==> src/rtl/branch_predict_resolve_if.sv <==
// Decode-side branch interface between the fetch/ID stage and the branch
// predictor/resolver.
//   master : ID stage. It drives id_valid/id_pc/id_instr and the operands, and
//            it consumes the prediction and resolution outputs.
//   slave  : branch_predict_resolve.
// Optional statistics outputs are present only when BRANCH_STATS_EN is defined.
interface branch_predict_resolve_if;
  logic        id_valid;
  logic [31:0] id_pc;
  logic [31:0] id_instr;
  logic [31:0] rs1_data;
  logic [31:0] rs2_data;
  logic        is_branch;
  logic        predict_taken;
  logic        compflg;
  logic        actual_taken;
  logic [31:0] calculated_target_pc;
  logic        mispredict;
`ifdef BRANCH_STATS_EN
  logic [31:0] stat_branches;
  logic [31:0] stat_mispredicts;

  modport master (
    output id_valid, id_pc, id_instr, rs1_data, rs2_data,
    input  is_branch, predict_taken, compflg, actual_taken,
           calculated_target_pc, mispredict, stat_branches, stat_mispredicts
  );
  modport slave (
    input  id_valid, id_pc, id_instr, rs1_data, rs2_data,
    output is_branch, predict_taken, compflg, actual_taken,
           calculated_target_pc, mispredict, stat_branches, stat_mispredicts
  );
`else
  modport master (
    output id_valid, id_pc, id_instr, rs1_data, rs2_data,
    input  is_branch, predict_taken, compflg, actual_taken,
           calculated_target_pc, mispredict
  );
  modport slave (
    input  id_valid, id_pc, id_instr, rs1_data, rs2_data,
    output is_branch, predict_taken, compflg, actual_taken,
           calculated_target_pc, mispredict
  );
`endif
endinterface

==> src/rtl/branch_predict_resolve.sv <==
// Branch predictor / resolver on the decode side.
// In ID it decodes conditional branches (32-bit B-type and compressed CB).
// It predicts from a table of 2-bit saturating counters indexed by the
// halfword PC. In the following cycle it resolves the outcome and the target,
// then trains the counter.
// Ports:
//   clk, reset  : clock; synchronous active-high reset
//   bus (slave) : id_valid/id_pc/id_instr/rs1_data/rs2_data in;
//                 is_branch/predict_taken/compflg (Mealy in IDLE),
//                 actual_taken/calculated_target_pc/mispredict (RESOLVE only) out
// Optional feature macro: BRANCH_STATS_EN. When it is defined, the block adds
// the saturating stat_branches and stat_mispredicts counters on the bus.
module branch_predict_resolve #(
  parameter int BHT_ENTRIES = 64
) (
  input  logic clk,
  input  logic reset,
  branch_predict_resolve_if.slave bus
);
  localparam int IW = $clog2(BHT_ENTRIES);

  typedef enum logic {IDLE, RESOLVE} state_t;

  // Branch context captured in IDLE and consumed in RESOLVE. For compressed
  // branches f3 holds the CB funct3, and only bit 0 matters (beqz/bnez).
  typedef struct packed {
    logic [31:0]   pc;
    logic [31:0]   imm;
    logic [2:0]    f3;
    logic          comp;
    logic          pred;
    logic [IW-1:0] idx;
  } br_lat_t;

  state_t     state;
  br_lat_t    lat;
  logic [1:0] bht [BHT_ENTRIES];

  // ---------------- decode ----------------
  logic [31:0]   ins;
  logic          comp;
  logic [2:0]    f3_32, f3_16;
  logic          br32, br16;
  logic [31:0]   imm_b, imm_cb;
  logic [IW-1:0] id_idx;

  assign ins    = bus.id_instr;
  assign comp   = ins[1:0] != 2'b11;
  assign f3_32  = ins[14:12];
  assign f3_16  = ins[15:13];
  // funct3 010/011 are not branches.
  assign br32   = !comp && ins[6:0] == 7'b1100011 && f3_32[2:1] != 2'b01;
  assign br16   = ins[1:0] == 2'b01 && f3_16[2:1] == 2'b11;
  assign imm_b  = {{19{ins[31]}}, ins[31], ins[7], ins[30:25], ins[11:8], 1'b0};
  assign imm_cb = {{23{ins[12]}}, ins[12], ins[6:5], ins[2], ins[11:10],
                   ins[4:3], 1'b0};
  assign id_idx = bus.id_pc[IW:1];

  // The register-number fields are not needed, because operands arrive on rs*_data.
  logic unused_bits;
  assign unused_bits = ^ins[24:16];

  logic id_br;
  assign id_br = (state == IDLE) && bus.id_valid && (br32 || br16);

  // ---------------- resolve ----------------
  logic taken;
  always_comb begin
    taken = 1'b0;
    if (lat.comp) begin
      taken = lat.f3[0] ? (bus.rs1_data != 32'd0) : (bus.rs1_data == 32'd0);
    end else begin
      case (lat.f3)
        3'b000:  taken = bus.rs1_data == bus.rs2_data;
        3'b001:  taken = bus.rs1_data != bus.rs2_data;
        3'b100:  taken = $signed(bus.rs1_data) <  $signed(bus.rs2_data);
        3'b101:  taken = $signed(bus.rs1_data) >= $signed(bus.rs2_data);
        3'b110:  taken = bus.rs1_data <  bus.rs2_data;
        3'b111:  taken = bus.rs1_data >= bus.rs2_data;
        default: taken = 1'b0;
      endcase
    end
  end

  logic resolving;
  assign resolving = state == RESOLVE;

  // Saturating counter step for the latched index.
  logic [1:0] ctr_cur, ctr_nxt;
  assign ctr_cur = bht[lat.idx];
  always_comb begin
    ctr_nxt = ctr_cur;
    if (taken && ctr_cur != 2'b11)        ctr_nxt = ctr_cur + 2'b01;
    else if (!taken && ctr_cur != 2'b00)  ctr_nxt = ctr_cur - 2'b01;
  end

  // ---------------- outputs ----------------
  // Lookup is masked in RESOLVE, so the read of bht here never races
  // the update of the same entry.
  assign bus.is_branch            = id_br;
  assign bus.predict_taken        = id_br && bht[id_idx][1];
  assign bus.compflg              = resolving ? lat.comp : comp;
  assign bus.actual_taken         = resolving && taken;
  assign bus.calculated_target_pc = resolving ? lat.pc + lat.imm : 32'd0;
  assign bus.mispredict           = resolving && (taken != lat.pred);

  // ---------------- FSM + table ----------------
  always_ff @(posedge clk) begin
    if (reset) begin
      state <= IDLE;
      lat   <= '0;
      for (int i = 0; i < BHT_ENTRIES; i++) bht[i] <= 2'b01;
    end else begin
      case (state)
        IDLE: begin
          if (id_br) begin
            lat.pc   <= bus.id_pc;
            lat.imm  <= comp ? imm_cb : imm_b;
            lat.f3   <= comp ? f3_16 : f3_32;
            lat.comp <= comp;
            lat.pred <= bht[id_idx][1];
            lat.idx  <= id_idx;
            state    <= RESOLVE;
          end
        end
        RESOLVE: begin
          bht[lat.idx] <= ctr_nxt;
          state        <= IDLE;
        end
        default: state <= IDLE;
      endcase
    end
  end

`ifdef BRANCH_STATS_EN
  logic [31:0] st_br, st_mp;
  always_ff @(posedge clk) begin
    if (reset) begin
      st_br <= '0;
      st_mp <= '0;
    end else begin
      if (resolving && st_br != 32'hFFFF_FFFF) st_br <= st_br + 32'd1;
      if (bus.mispredict && st_mp != 32'hFFFF_FFFF) st_mp <= st_mp + 32'd1;
    end
  end
  assign bus.stat_branches    = st_br;
  assign bus.stat_mispredicts = st_mp;
`endif
endmodule

==> src/flat_wrapper.sv <==
// flat-port wrapper written by rule: the top's interface ports become plain ports
module branch_predict_resolve_flat 
#(
  parameter int BHT_ENTRIES = 64
)
  (clk, reset, bus_id_valid, bus_id_pc, bus_id_instr, bus_rs1_data, bus_rs2_data, bus_is_branch, bus_predict_taken, bus_compflg, bus_actual_taken, bus_calculated_target_pc, bus_mispredict);
  branch_predict_resolve_if bus_i ();
  input  logic clk;
  input  logic reset;
  input wire logic [$bits(bus_i.id_valid)-1:0] bus_id_valid;
  input wire logic [$bits(bus_i.id_pc)-1:0] bus_id_pc;
  input wire logic [$bits(bus_i.id_instr)-1:0] bus_id_instr;
  input wire logic [$bits(bus_i.rs1_data)-1:0] bus_rs1_data;
  input wire logic [$bits(bus_i.rs2_data)-1:0] bus_rs2_data;
  output wire logic [$bits(bus_i.is_branch)-1:0] bus_is_branch;
  output wire logic [$bits(bus_i.predict_taken)-1:0] bus_predict_taken;
  output wire logic [$bits(bus_i.compflg)-1:0] bus_compflg;
  output wire logic [$bits(bus_i.actual_taken)-1:0] bus_actual_taken;
  output wire logic [$bits(bus_i.calculated_target_pc)-1:0] bus_calculated_target_pc;
  output wire logic [$bits(bus_i.mispredict)-1:0] bus_mispredict;
  assign bus_i.id_valid = bus_id_valid;
  assign bus_i.id_pc = bus_id_pc;
  assign bus_i.id_instr = bus_id_instr;
  assign bus_i.rs1_data = bus_rs1_data;
  assign bus_i.rs2_data = bus_rs2_data;
  assign bus_is_branch = bus_i.is_branch;
  assign bus_predict_taken = bus_i.predict_taken;
  assign bus_compflg = bus_i.compflg;
  assign bus_actual_taken = bus_i.actual_taken;
  assign bus_calculated_target_pc = bus_i.calculated_target_pc;
  assign bus_mispredict = bus_i.mispredict;
  branch_predict_resolve #(.BHT_ENTRIES(BHT_ENTRIES)) u_core (.clk(clk), .reset(reset), .bus(bus_i));
endmodule
==> config.mk <==
export PLATFORM = sky130hd
export DESIGN_NAME = branch_predict_resolve_flat
export DESIGN_NICKNAME = d
export VERILOG_FILES = /design/src/rtl/branch_predict_resolve_if.sv /design/src/rtl/branch_predict_resolve.sv /design/src/flat_wrapper.sv
export SDC_FILE = /design/constraint.sdc
export NUM_CORES = 1
export LEC_CHECK = 0
export CAP_MARGIN = 20
export CORE_ASPECT_RATIO = 0.8
export CORE_MARGIN = 3
export CORE_UTILIZATION = 40
export DETAILED_ROUTE_END_ITERATION = 6
export DONT_BUFFER_PORTS = 1
export PLACE_DENSITY = 0.62
export SLEW_MARGIN = 20
export SYNTH_ARGS = -nofsm -noshare
export SYNTH_HDL_FRONTEND = slang
export SYNTH_SLANG_ARGS = --single-unit
==> constraint.sdc <==
create_clock -name clk -period 11.4 [get_ports clk]
set_clock_uncertainty 0.15 [all_clocks]
set_input_delay 1.14 -clock clk [delete_from_list [all_inputs] [get_ports clk]]
set_output_delay 1.14 -clock clk [all_outputs]
set_load 0.01 [all_outputs]
### Yosys cells after proc, flatten, opt, wreduce, memory -nomap -nowiden

Memories as Yosys holds them, arrays and structs flattened. A register that Yosys moved wholly into a read port is not among the register bits.
Index checks and enable logic that the tools add are counted.

* register bits: 76
* RAM bits: 128
* output and inout port bits: 37
* word-level logic and storage cells: 70
* memories: 1

* $add $sub $neg: 3
* order comparisons: 4
* equal/unequal tests: 14
* multiplexer cells: 21
* bitwise gates (word level): 1
* reductions and logical operators: 19

Memory list
* u_core.bht: depth 64, width 2, rd ports 2, clocked after Yosys merged registers in 1, wr ports 64, RTL line branch_predict_resolve.sv:37 `logic [1:0] bht [BHT_ENTRIES];`

Operators with widths (number)
* 32-bit >= comparator: 2
* 32-bit < comparator: 2
* 32-bit 2-to-1 mux: 2
* 32-bit adder: 1
* 32-bit == test: 1
* 32-bit logical NOT: 1
* 32-bit != test: 1
* 32-bit nonzero test: 1
* 6-bit 2-to-1 mux: 3
* 3-bit == test, second input constant: 4
* 1-bit logical AND: 10
* 1-bit 2-to-1 mux: 10
* 7-bit == test, second input constant: 1
* 2-bit 2-to-1 mux: 3
* 1-bit case mux with 6 select lines: 1
* 2-bit != test, second input constant: 2
* 3-bit by 1-bit == test with 1-bit output, second input constant: 1
* 3-bit logical NOT: 1
* 3-bit 2-to-1 mux: 1
* 2-bit by 1-bit adder with 2-bit output, second input constant: 1
* 2-bit by 1-bit == test with 1-bit output, second input constant: 1
* 2-bit == test, second input constant: 1
* 1-bit logical NOT: 2
* 2-bit by 1-bit != test with 1-bit output, second input constant: 1
* other kinds (8): 8

### Depth between registers and ports, before layout

Gate-level depths: netlist (run 1).

* word-level depth: 9
* gate-level depth with buffers: 17

### Worst setup path after synthesis (run 1)

No wires, ideal clock.

* path type: input-to-output
* start: in bus_id_pc[1]
* end: out bus_predict_taken
* arrival time: 3554 ps
* data required time: 10110 ps
* setup slack: 6556 ps
* stages: 6
* path buffers: 2
* cells stage by stage: buf_2 buf_1 mux4_2 mux4_2 mux4_2 and2_1

* cells in the longest elaborated chain, start to end: 2

Ends and longest elaborated chain
* from (decl): RTL line flat_wrapper.sv:11 `input wire logic [$bits(bus_i.id_pc)-1:0] bus_id_pc;`
* memory read 64 x 2 bit
* 1-bit logical AND: RTL line branch_predict_resolve.sv:101 `assign bus.predict_taken = id_br && bht[id_idx][1];`
* to (decl): RTL line flat_wrapper.sv:16 `output wire logic [$bits(bus_i.predict_taken)-1:0] bus_predict_taken;`

No other way between the ends.

==> results of run 1 <==
==> where the power goes <==
part	leakage, nW	switching (mW)	total (mW)	internal (mW)
clock network	0.239	0.262	0.538	0.275
logic	2.51	0.0632	0.113	0.0495
registers	1.55	0.00770	0.730	0.722
==> final cells by class <==
type,count,area (µm²)
fill,2756,16290
multi-input combinational,880,6360
sequential,184,4966
tap,370,462.9
clock buffer,18,429.2
inverter,50,187.7
clock inverter,13,81.33
timing repair buffer,8,60.06
==> worst min-delay path, delay by kind of cell, from the launching register on <==
family | cells | cell delay, ns
AND/OR/NAND/NOR | 1 | 0.05
flip-flops | 1 | 0.31
AO/OA/AOI/OAI | 1 | 0.05
==> metrics by stage <==
step	worst slack (ns)	area, µm²	power (mW)	hold WS (ns)	util, %
finish	5.985	12550	1.380	0.2990	43.51
global route	5.584	12550	1.427	0.3184	43.51
detailed placement	6.264	12040	0.8568	0.2889	41.74
CTS	6.014	12550	1.385	0.2969	43.51
floorplan	6.556	11960	0.8439	0.2817	-
global placement	6.293	12040	0.8539	0.2817	41.74
==> routing by layer <==
metal	wire length, µm	part of all wire, %
met5	0	0
met4	265	0.86
met3	2060	6.7
met2	14110	46
met1	14240	46
==> state kept, by name, summed over array words and instances, names as in the netlist, named ones only <==
name,cells
u_core.lat,49
u_core.resolving,1
u_core.bht,128
==> cells by family (layout without fill, tap and decap cells) <==
family                   count (synthesis)  after routing  share of synthesized area, %
flip-flops                             184            184                         41.52
buffers and inverters                  139             89                         5.400
AND/OR/NAND/NOR                        546            546                         22.92
multiplexers                            67             67                         11.85
adder cells (fa/ha/maj)                 65             65                         6.865
XOR/XNOR                                22             22                         1.612
AO/OA/AOI/OAI                          180            180                         9.837
==> placed cells by master, fill, tap and decap left out, types with 11 or more instances in the layout <==
cell       netlist  final
o21ai_0         28     28
xnor2_1         14     14
nor3_1          69     69
nor4_1          11     11
inv_1           49     48
nor2_1         103    103
dfxtp_1         56     55
or2_2           66     66
mux4_2          58     58
nand3_1         88     87
and2_1          31     31
nand2_1        117    117
a21oi_1         63     63
edfxtp_1       128    128
ha_1            64     64
clkbuf_16        0     17
a21o_1          21     20
a211oi_1        13     13
==> how the worst max path moves through the flow <==
stage	slack, ns	start	cells past startpoint	to
2_1_floorplan	6.56	bus_id_pc[1]	6	bus_predict_taken
3_3_place_gp	6.29	bus_rs2_data[31]	11	bus_mispredict
3_5_place_dp	6.26	bus_rs2_data[31]	11	bus_mispredict
4_1_cts	6.01	u_core.lat[0]	11	bus_calculated_target_pc[31]
5_1_grt	5.58	u_core.lat[0]	11	bus_calculated_target_pc[31]
6_report	5.98	u_core.lat[0]	11	bus_calculated_target_pc[31]
==> impl_metrics.env, run 1 <==
export IMPL_synth_seq_cells=184
export IMPL_synth_most_common_cell="edfxtp_1"
export IMPL_core_area_um2=28830
export IMPL_use_met1_pct=27.45
export IMPL_grt_max_degree=117
export IMPL_initial_utilization_pct=41.47
export IMPL_h_tree_depth=4
export IMPL_rr_worst_depth=14
export IMPL_postCtsHoldBufs=0
export IMPL_synth_nets=1399
export IMPL_drt_iter0_markers=725
export IMPL_die_w_um=199.3
export IMPL_cts_sinks=184
export IMPL_ys_seq_area_share_pct=41.52
export IMPL_num_rows=55
export IMPL_cp_end_kind="primary output"
export IMPL_synthesis_instances=1203
export IMPL_pin_count=168
export IMPL_grt_pass1_wl_mm=47.31
export IMPL_use_met3_pct=4.069
export IMPL_use_met2_pct=29.50
export IMPL_max_stage_delay_ns=0.53
export IMPL_path_class="reg -> out"
export IMPL_cts_tree="done"
export IMPL_critPathLaunchType="flip-flop"
export IMPL_synthDistinctLibCells=71
export IMPL_arrival_ns=4.13
export IMPL_hold_class="reg -> reg"
export IMPL_portBuffers=0
export IMPL_hpwlAfterDp_mm=20.58
export IMPL_ys_top_cells_by_count="edfxtp_1 (128), nand2_1 (117), nor2_1 (103), nand3_1 (88), nor3_1 (69)"
export IMPL_die_h_um=160.6
export IMPL_syn_to_final_growth_pct=4.939
export IMPL_final_cells=1523
export IMPL_cts_inserted_buffers=17
export IMPL_via_count=8948
export IMPL_drc=0
export IMPL_ff2ff_setup_slack_ns=6.63
export IMPL_clk_insertion_delay_late_ns=0.44
export IMPL_synth_area_top_cells="edfxtp_1 (32%), mux4_2 (11%), dfxtp_1 (9.4%), ha_1 (6.7%), nand3_1 (3.7%)"
export IMPL_fp_dieArea_um2=32010
export IMPL_gr_usage_all_layers_pct=18.89
export IMPL_max_cap_violations=0
export IMPL_nets=1337
export IMPL_drive_gt1_share_pct=15.70
export IMPL_finalMaxSlewViolations=0
export IMPL_drtPass1Iterations=7
export IMPL_grt_antenna_before_repair=0
export IMPL_clkTransAtPathRegs_ns=0.07
export IMPL_routedWlPerCell_um=20.15
export IMPL_r2r_end="u_core.bht[47][1]"
export IMPL_cp_cell_sequence="ha_1 -> fa_1 -> a211oi_1 -> o21bai_1 -> o2bb2ai_1 -> o21ai_0 -> a21boi_0 -> o21ai_0 -> o21bai_1 -> o21ai_0 -> mux2i_1"
export IMPL_p_leak_nw=4.299
export IMPL_worstHoldEndpoint="u_core.lat[43]"
export IMPL_grt_overflow=0
export IMPL_required_ns=10.11
export IMPL_powerDensity_nw_per_um2=110.0
export IMPL_grt_pass1_vias=8457
export IMPL_path_buf_inv=0
export IMPL_outcome="finished, final reports clean"
export IMPL_path_delay_family="compound AO/OA/AOI/OAI gates"
export IMPL_period_share_pct=47.50
export IMPL_setup_tns_ns=0
export IMPL_synth_edff_count=128
export IMPL_ir_worst_vdd_mv=0.09451
export IMPL_routed_wl_mm=30.68
export IMPL_setup_violations=0
export IMPL_gp_congestion=0.7886
export IMPL_synth_flop_cell="edfxtp_1"
export IMPL_clockRootBuffer="clkbuf_16"
export IMPL_busiest_layer="met2"
export IMPL_finalCriticalPeriod_ns=5.415
export IMPL_yosys_area_top_type="edfxtp_1"
export IMPL_post_cts_resized=0
export IMPL_hold_viol=0
export IMPL_relSlewSlack_pct=32.40
export IMPL_placed_cells=1492
export IMPL_syn_area_per_cell_um2=9.939
export IMPL_clockBufferDepth=2
export IMPL_timing_fmax_mhz=184.7
export IMPL_syn_area_um2=11960
export IMPL_cp_max_fo=7
export IMPL_worstMarginPinSlew_ns=1.013
export IMPL_post_cts_buffers=0
export IMPL_cp_slowest_cell="a21boi_0"
export IMPL_grt_setup_unrepaired="no"
export IMPL_postRouteAntennaNets=0
export IMPL_cp_common_cell="o21ai_0"
export IMPL_viasPerCell=5.875
export IMPL_ys_warnings_count=0
export IMPL_diodes=0
export IMPL_synth_top_cell_area_share_pct=32.15
export IMPL_holdCritStartpoint="u_core.lat[43]"
export IMPL_hold_depth=2
export IMPL_async_flop_share_pct=0
No activity file was read; power rests on OpenSTA's default activity.
==> run 2, diff against run 1 <==
Settings changed: PLACE_DENSITY 0.62 to 0.64.
Clock period 11.4 ns to 4.4 ns, I/O delays scaled along.
==> run 2 against run 1 <==
Effect of this change:
- sequential share of layout area decreased by 1.6 points
- wire length is 3.1% higher
- critical endpoint unchanged
- global-route usage rose by 0.72 points
- final area increased by 4.3%
- die area is the same
- worst setup slack got worse by 5.8 ns
- non-clock buffer count rose by 41
==> impl_metrics.env, run 2 (synthesis results as in run 1) <==
export IMPL_arrival_ns=3.62
export IMPL_cts_inserted_buffers=17
export IMPL_grt_pass1_wl_mm=49.25
export IMPL_top_layer_used="met4"
export IMPL_finalCriticalPeriod_ns=4.206
export IMPL_num_rows=55
export IMPL_cp_slowest_cell="fa_1"
export IMPL_max_cap_violations=0
export IMPL_drc=0
export IMPL_post_cts_buffers=0
export IMPL_worstMarginPinSlew_ns=1.030
export IMPL_gp_congestion=0.8281
export IMPL_regArea_um2=4966
export IMPL_timing_fmax_mhz=237.8
export IMPL_drt_iter0_markers=815
export IMPL_h_tree_depth=4
export IMPL_required_ns=3.81
export IMPL_placed_cell_area_um2=12160
export IMPL_syn_to_final_growth_pct=9.502
export IMPL_routedWlPerCell_um=20.21
export IMPL_postRouteAntennaNets=0
export IMPL_period_share_pct=95.59
export IMPL_max_stage_delay_ns=0.43
export IMPL_critPathLaunchType="flip-flop"
export IMPL_clockRootBuffer="clkbuf_16"
export IMPL_gr_usage_all_layers_pct=19.61
export IMPL_clkTransAtPathRegs_ns=0.07
export IMPL_fin_ws_ns=0.1939
export IMPL_die_h_um=160.6
export IMPL_hold_class="in -> reg"
export IMPL_outcome="finished, final reports clean"
export IMPL_relSlewSlack_pct=31.15
export IMPL_nFillCells=2646
export IMPL_wl_met3_mm=2.655
export IMPL_pin_count=168
export IMPL_cts_sinks=184
export IMPL_portBuffers=0
export IMPL_grt_pass1_vias=8920
export IMPL_via_count=9211
export IMPL_hpwlAfterDp_mm=20.75
export IMPL_largest_register_ffs=128
export IMPL_cp_cell_sequence="ha_1 -> fa_1 -> a211oi_1 -> o21bai_1 -> o2bb2ai_2 -> o21ai_1 -> a21boi_0 -> buf_4 -> o21ai_0 -> o21bai_1 -> o21ai_2 -> mux2i_2"
export IMPL_place_ws_ns=0.2397
export IMPL_initial_utilization_pct=41.47
export IMPL_die_w_um=199.3
export IMPL_grt_overflow=0
export IMPL_path_class="reg -> out"
export IMPL_routed_wl_mm=31.64
export IMPL_viasPerCell=5.886
export IMPL_largest_register="u_core.bht"
export IMPL_diodes=0
export IMPL_path_delay_family="compound AO/OA/AOI/OAI gates"
export IMPL_grt_setup_unrepaired="yes"
export IMPL_powerDensity_nw_per_um2=289.3
export IMPL_grt_max_degree=68
export IMPL_finalMaxSlewViolations=0
export IMPL_fp_dieArea_um2=32010
export IMPL_cp_max_fo=7
export IMPL_hold_viol=0
export IMPL_clockBufferDepth=2
export IMPL_path_buf_inv=1
export IMPL_met1Wirelength_mm=14.10
export IMPL_routed_wl_met2_mm=14.23
export IMPL_nets=1378
export IMPL_multi_input_area_um2=6370
export IMPL_cp_common_cell="o21bai_1"
export IMPL_final_cell_mix="edfxtp_1 (128), nand2_1 (117), nor2_1 (103)"
export IMPL_cp_end_kind="primary output"
export IMPL_drive_gt1_share_pct=16.82
export IMPL_cts_tree="done"
export IMPL_setup_violations=0
export IMPL_grt_antenna_before_repair=0
export IMPL_finalInstanceArea_um2=13090
export IMPL_clk_insertion_delay_late_ns=0.45
export IMPL_p_leak_nw=4.565
export IMPL_drtPass1Iterations=5
export IMPL_ir_worst_vdd_mv=0.2592
export IMPL_final_common_cell="edfxtp_1"
export IMPL_core_area_um2=28830
run 2: changes by cell type in the layout (fill, tap and decap cells not counted), sizes merged:
cell / before / now
bufinv: 0 / 1
clkinvlp: 4 / 1
buf: 8 / 18
clkbuf: 18 / 17
dlygate4sd3: 0 / 31
inv: 52 / 57
clkinv: 7 / 6
run 2: path summary, 6_finish.rpt:
check	startpoint	end	slack (ns)	cells past startpoint
worst min register to register	u_core.lat[15]	u_core.lat[15]	0.31	2
worst min-delay path	bus_id_instr[14]	u_core.lat[10]	0.008	2
worst max register to register	flip-flop	u_core.bht[61][1]	0.21	13
worst max-delay path	u_core.lat[0]	bus_calculated_target_pc[31]	0.19	12
run 2: repair_timing:
item | in CTS | in global routing
hold endpoints to repair | 56 | 0
endpoints found under the setup margin | 1 | 58
gates resized for setup | 1 | 5
hold buffers | 32 | 0
run 2: cell type report:
class / count / share of cell area, %
multi-input cells: 880 / 48.65
flip-flops and latches: 184 / 37.93
repair buffers: 49 / 3.976
well taps: 370 / 3.536
clock buffers: 17 / 3.249
inverters: 50 / 1.433
clock inverters: 15 / 1.223
run 2: per-layer routing:
layer	track usage [%]	up-vias
li1	-	4356
met1	27.69	4429
met2	29.97	379
met3	4.530	47
met4	6.322	0
met5	0	-
run 2: metrics by stage:
| stage | cells | util (%) | hold WS, ns | TNS (ns) | total power [mW] |
|---|---|---|---|---|---|
| 5_1_grt | 1565 | 45.41 | 0.006655 | -0.03160 | 3.912 |
| 3_3_place_gp | 1501 | 42.17 | 0.2815 | 0 | 2.217 |
| 6_report | 1565 | 45.41 | 0.007911 | 0 | 3.788 |
| 3_5_place_dp | 1501 | 42.17 | 0.2877 | 0 | 2.226 |
| 2_1_floorplan | 1203 | - | 0.2817 | 0 | 2.186 |
| 4_1_cts | 1565 | 45.35 | 0.0003498 | 0 | 3.801 |
run 2: report_power, final:
| group | total [mW] | leakage, nW | internal (mW) | switching (mW) |
|---|---|---|---|---|
| sequential | 1.89 | 1.55 | 1.87 | 0.0194 |
| clock | 1.56 | 0.286 | 0.805 | 0.760 |
| combinational | 0.334 | 2.73 | 0.154 | 0.180 |
run 2: worst register-to-register path, stage by stage, from the launching register on:
cell	delay, ns
dfxtp_2	0.56
buf_4	0.29
mux4_2	0.55
mux4_2	0.51
mux2_2	0.30
o21ai_4	0.18
inv_2	0.07
ha_1	0.21
nor3_1	0.17
a31oi_1	0.08
nand3_1	0.16
a2bb2oi_4	0.19
buf_12	0.31
nor3_1	0.17
